--- config.mk ---
export PLATFORM = sky130hd
export DESIGN_NAME = dnn_result_reader
export DESIGN_NICKNAME = d
export VERILOG_FILES = /design/src/rtl/dnn_result_reader.sv
export SDC_FILE = /design/constraint.sdc
export NUM_CORES = 1
export LEC_CHECK = 0
export CAP_MARGIN = 20
export CORE_MARGIN = 2
export CORE_UTILIZATION = 40
export CTS_CLUSTER_DIAMETER = 50
export DETAILED_ROUTE_END_ITERATION = 10
export SLEW_MARGIN = 20
export SYNTH_ARGS = -nofsm -noshare
export SYNTH_HDL_FRONTEND = slang
export SYNTH_SLANG_ARGS = --single-unit
--- constraint.sdc ---
create_clock -name clk -period 5.3 [get_ports clk]
set_input_delay 0.795 -clock clk [delete_from_list [all_inputs] [get_ports clk]]
set_output_delay 0.795 -clock clk [all_outputs]
set_load 0.03 [all_outputs]
--- src/rtl/dnn_result_reader.sv ---
// Reads the inference engine's output layer after a classification run and
// reports the winning neuron (argmax of the signed scores). A run soft-resets
// the engine, starts it, waits (bounded) for completion, then scans every
// output neuron once, keeping the running maximum with ties going to the
// lowest index.
module dnn_result_reader #(
  parameter int DATA_WIDTH  = 11,
  parameter int NUM_CLASSES = 10,
  parameter int TIMEOUT     = 65535
) (
  input  logic                  clk,
  input  logic                  rst,
  input  logic                  run,
  output logic                  busy,
  output logic                  eng_reset,
  output logic                  eng_start,
  input  logic                  eng_done,
  output logic [3:0]            out_idx,
  input  logic [DATA_WIDTH-1:0] out_data,
  output logic [3:0]            class_out,
  output logic [DATA_WIDTH-1:0] class_score,
  output logic                  class_valid,
  output logic                  class_err
);

  // Wait counter only has to represent 0..TIMEOUT-1; the abort fires on the
  // edge that would otherwise take it to TIMEOUT.
  localparam int              CW       = (TIMEOUT < 2) ? 1 : $clog2(TIMEOUT);
  localparam logic [CW-1:0]   CNT_LAST = CW'(TIMEOUT - 1);
  localparam logic [3:0]      IDX_LAST = 4'(NUM_CLASSES - 1);

  typedef enum logic [2:0] {
    IDLE  = 3'd0,
    CLR   = 3'd1,
    START = 3'd2,
    WAIT  = 3'd3,
    SCAN  = 3'd4
  } state_t;

  state_t                        state_reg;
  logic [CW-1:0]                 wait_cnt_reg;
  logic signed [DATA_WIDTH-1:0]  max_score_reg;
  logic [3:0]                    max_idx_reg;

  logic                          take_new;
  logic signed [DATA_WIDTH-1:0]  new_score;
  logic [3:0]                    new_idx;

  // Running-max update for the neuron currently selected by out_idx; index 0
  // always seeds the maximum, later indices need a strictly greater score.
  always_comb begin
    take_new  = (out_idx == 4'd0) || ($signed(out_data) > max_score_reg);
    new_score = take_new ? $signed(out_data) : max_score_reg;
    new_idx   = take_new ? out_idx : max_idx_reg;
  end

  // Control FSM; every output is a register updated together with the state
  // so that pulses line up exactly with the state they belong to.
  always_ff @(posedge clk or negedge rst) begin
    if (!rst) begin
      state_reg     <= IDLE;
      busy          <= 1'b0;
      eng_reset     <= 1'b0;
      eng_start     <= 1'b0;
      out_idx       <= 4'd0;
      class_out     <= 4'd0;
      class_score   <= '0;
      class_valid   <= 1'b0;
      class_err     <= 1'b0;
      wait_cnt_reg  <= '0;
      max_score_reg <= '0;
      max_idx_reg   <= 4'd0;
    end else begin
      eng_reset <= 1'b0;
      eng_start <= 1'b0;
      case (state_reg)
        IDLE: begin
          if (run) begin
            state_reg   <= CLR;
            busy        <= 1'b1;
            eng_reset   <= 1'b1;
            class_valid <= 1'b0;
            class_err   <= 1'b0;
          end
        end
        CLR: begin
          state_reg <= START;
          eng_start <= 1'b1;
        end
        START: begin
          state_reg    <= WAIT;
          wait_cnt_reg <= '0;
        end
        WAIT: begin
          if (eng_done) begin
            state_reg <= SCAN;
            out_idx   <= 4'd0;
          end else if (wait_cnt_reg == CNT_LAST) begin
            state_reg   <= IDLE;
            busy        <= 1'b0;
            class_err   <= 1'b1;
            class_valid <= 1'b0;
          end else begin
            wait_cnt_reg <= wait_cnt_reg + 1'b1;
          end
        end
        SCAN: begin
          max_score_reg <= new_score;
          max_idx_reg   <= new_idx;
          if (out_idx == IDX_LAST) begin
            state_reg   <= IDLE;
            busy        <= 1'b0;
            out_idx     <= 4'd0;
            class_out   <= new_idx;
            class_score <= new_score;
            class_valid <= 1'b1;
          end else begin
            out_idx <= out_idx + 4'd1;
          end
        end
        default: begin
          state_reg <= IDLE;
          busy      <= 1'b0;
          out_idx   <= 4'd0;
        end
      endcase
    end
  end

endmodule

; ---- Word-level counts from Yosys, hierarchy flattened
; Cells that the tools add are included.
[op_classes]
addsub = 2
order_cmp = 1
eq_ne = 13
n_mux = 27
n_reduce_logical = 15
n_bitwise = 2
[op_table]
columns = cell, n
row1 = two-way mux 16 bit, 2
row2 = case mux 16 bit (2 select lines), 1
row3 = adder 16 x 1 -> 16 bit (second input constant), 1
row4 = equality test 16 bit (second input constant), 1
row5 = case mux 3 bit (5 select lines), 1
row6 = two-way mux 3 bit, 4
row7 = two-way mux 4 bit, 3
row8 = != test 2 bit (second input constant), 6
row9 = case mux 4 bit (3 select lines), 1
row10 = greater-than comparator 11 bit, 1
row11 = two-way mux 1 bit, 11
row12 = two-way mux 11 bit, 1
row13 = AND reduction 5 bit, 2
row14 = equality test 3 x 2 -> 1 bit (second input constant), 2
row15 = AND reduction 3 bit, 2
row16 = adder 4 x 1 -> 4 bit (second input constant), 1
row17 = equality test 4 bit (second input constant), 1
row18 = logical NOT 4 bit, 1
row19 = case mux 1 bit (4 select lines), 1
row20 = AND reduction 2 bit, 2
row21 = AND reduction 4 bit, 1
row22 = nonzero test 2 bit, 2
row23 = equality test 3 x 1 -> 1 bit (second input constant), 1
row24 = equality test 3 bit (second input constant), 1
row25 = other kinds (9), 10
[totals]
regBits = 58
in_bits = 15

; ---- Depth between registers and ports, before layout
[depth]
word_depth = 4
mapped_depth = 9

; ---- Worst setup path before layout
; No wires, ideal clock.
[synth_timing]
path_kind = input to register
startpoint = input out_data[8]
endpoint = register max_score_reg[10]
path_buffers = 1
slack_ns = 2.685
arrival_ns = 2.490
path_stages = 7
setup_ns = 0.125
path_cell_list = ha_1 > a21oi_2 > o211ai_1 > or4_1 > nand3_2 > buf_6 > mux2_4
[synth_via]
elab_chain_cells = 3
[synth_lines]
columns = element, line
row1 = start: declaration, 19  ; input logic [DATA_WIDTH-1:0] out_data,
row2 = greater-than comparator 11 bit, 52  ; take_new = (out_idx == 4'd0) || ($signed(out_data) > max_score_reg);
row3 = logical OR 1 bit, 52
row4 = two-way mux 11 bit, 53  ; new_score = take_new ? $signed(out_data) : max_score_reg;
row5 = end signal: assignment, 108  ; max_score_reg <= new_score;
row6 = end: declaration, 42  ; logic signed [DATA_WIDTH-1:0] max_score_reg;
; Every way passes these cells.
; A chain may end at the register's enable or synchronous reset.

; ---- Worst setup path after layout
[layout_timing]
startpoint = input out_data[9]
endpoint = register class_score[7]
[layout_via]
elab_chain_cells = 3
[layout_lines]
columns = element, line
row1 = greater-than comparator 11 bit, 52
row2 = logical OR 1 bit, 52
row3 = two-way mux 11 bit, 53
row4 = end signal: assignment, 115  ; class_score <= new_score;
row5 = end: declaration, 21  ; output logic [DATA_WIDTH-1:0] class_score,
; Every way passes these cells.

==> results.cfg <==
[sta]
fin_crit_ns = 3.052
hold_violations = 0
worst_pin_slew_ns = 1.092
setup_viol = 0
setup_tns_ns = 0
slew_headroom_pct = 26.91
slew_violations = 0
finClkSkew_ns = 0.009415
max_freq_ghz = 0.3277
final.period_utilization_pct = 57.58
rsz0062_at_grt = false

[detailed_routing]
routed_wl_um = 7850
routedWlPerCell_um = 15.76
antenna_left = 0
viasPerCell = 5.643
firstDrtPassIters = 5
vias = 2810
drt_iter0_drc = 90
drc = 0

[finish]
seq_area_um2 = 1451
multi_input_area_um2 = 1752
stdcell_count = 498
largest_reg_flops = 16
final_common_cell = dfrtp_1
nFillCells = 784
finalNetCount = 420
area_growth_pct = 19.07
drive_gt1_share_pct = 10.18
layout_common_cells = 58 x dfrtp_1, 56 x nand2_1, 37 x clkdlybuf4s50_1, 20 x inv_1, 17 x a21oi_1
diodes = 0

[clock_network]
hold_buffers = 0
cts_buffers = 9
clock_latency_ns = 0.34
clk_path_buf_depth = 2
post-cts-setup-buffer-count = 0
clk_pin_slew_ns = 0.07
cts_resized = 0
cts.sinks = 58
htree_levels = 3
cts_root_buf = clkbuf_8
cts_tree = done

[logic_synthesis]
synth_ff_type = dfrtp_1
synthCells = 354
ys_ff_latch = 58
yosysWarningCount = 0
synth_nets = 385
synth.distinct_cells = 52
netlist_area_um2 = 3347
seq_area_frac_synth_pct = 43.36
synthArstFlopShare_pct = 100.0
syn_avg_cell_area_um2 = 9.455
synth_edf_count = 0

[floorplanning]
fp-row-count = 33
dieArea_um2 = 9115
fp.dieH_um = 95.48
fp.dieW_um = 95.48
boundaryPins = 39
core_um2 = 8175
initial_utilization_pct = 40.94

[global_route]
grt.total_usage_pct = 18.55
grt_max_degree = 59
grt_pass1_vias = 2692
antenna_found_initial = 0
grt_pass1_wl_um = 12960
overflow = 0

[worst_setup_path]
cp.required_ns = 5.47
crit_arrival_ns = 3.23
cp_max_fo = 13
rr_worst_depth = 7
startpoint_type = input pin
critPathKind = input pin to flop
rr_endpoint = class_score[7]
endpoint_kind = flop
reg2reg_from = max_score_reg[8]
worst-r2r-setup-slack_ns = 2.76

[min_path]
hold_start = class_out[3]
hold_class = flop to flop
min_to = class_out[3]
worst_hold_path.num_cells = 2

[placed_design]
portBuffers = 38
dp_hpwl_um = 5319
place_inst = 483
place_congestion = 0.7819

[power]
peakVddDrop_mv = 0.2219
p_leak_nw = 1.705
cellPowerDensity_nw_per_um2 = 409.9

[run]
maxCapViolCount = 0

[status]
status = finished clean
[cell usage after synthesis (3+ instances only)]
master    instances  share of area, %
nand2_1          56               6.3
clkbuf_1          9               1.0
nand3b_1          3              0.67
nand3_1          14               2.1
mux2i_1          12               3.6
a31oi_1           5              0.93
buf_2             5              0.75
ha_1             16               6.0
nor2b_1           3              0.56
nor3_1            8               1.2
dfrtp_1          58                43
o211ai_1         11               2.5
inv_1            20               2.2
mux2_2            5               1.7
mux2_4            8               3.6
a21o_1            4              0.90
o21ai_0          16               2.4
a21oi_2           3              0.79
nand4_1          16               3.0
and3_1            5              0.93
nor2_1           15               1.7
nand2b_1         10               1.9
a21oi_1          17               2.5
or3_1             3              0.56
[power by group]
group	leakage [nW]	internal, mW	switching, mW
Clock	0.0962	0.226	0.173
Sequential	0.703	0.522	0.111
Combinational	0.906	0.240	0.362
Total	1.70	0.988	0.646
[metrics by stage]
step / util, % / setup slack (ns) / power [mW] / hold WS [ns] / instance area, um2
final: 48.75 / 2.248 / 1.634 / 0.4880 / 3985
after global routing: 48.75 / 2.095 / 1.752 / 0.5112 / 3985
after CTS: 48.68 / 2.266 / 1.645 / 0.4898 / 3980
after detailed placement: 46.42 / 1.912 / 1.240 / 0.4749 / 3795
after global placement: 46.42 / 1.978 / 1.230 / 0.4756 / 3795
after floorplan: - / 2.685 / 1.063 / 0.4582 / 3347
[routing by layer]
metal  up-vias  track usage, %  part of all wire, %
met3         7           5.534                  4.1
met2        55           33.22                   51
met5         -               0                    0
li1       1338               -                    -
met1      1410           21.33                   44
met4         0           5.476                 0.94
[worst max-delay path by stage]
stage,start,to,cells after the start
6_report,out_data[9],class_score[7],7
5_1_grt,out_data[10],class_score[4],7
4_1_cts,out_data[9],class_score[7],7
3_5_place_dp,out_data[9],class_score[7],7
3_3_place_gp,out_data[9],class_score[7],7
2_1_floorplan,out_data[8],max_score_reg[10],7
[logic make-up (layout without fill, tap and decap cells)]
logic type                 Yosys count  count (layout)  synth area share, %
muxes                               25              25                8.860
AOI/OAI and AO/OA                   74              74                14.95
buffers and inverters               36              75                4.448
and+or+nand+nor                    145             145                22.39
DFF                                 58              58                43.36
adders and majority gates           16              16                5.981
[worst max-delay path, cell delays in order]
cell and delay [ns]:
clkdlybuf4s50_1 0.45, ha_1 0.33, inv_1 0.06, o211ai_1 0.29
o21ai_0 0.22, nor2_1 0.86, o211ai_1 0.21
[cell type report]
cell class              instances  share of cell area, %
multi-input cells             260                  43.96
flip-flops and latches         58                  36.42
repair buffers                 40                  9.796
clock buffers                  12                  3.642
well taps                     105                  3.297
inverters                      20                  1.884
clock inverters                 3                  1.005
No activity file was read; power rests on OpenSTA's default activity.
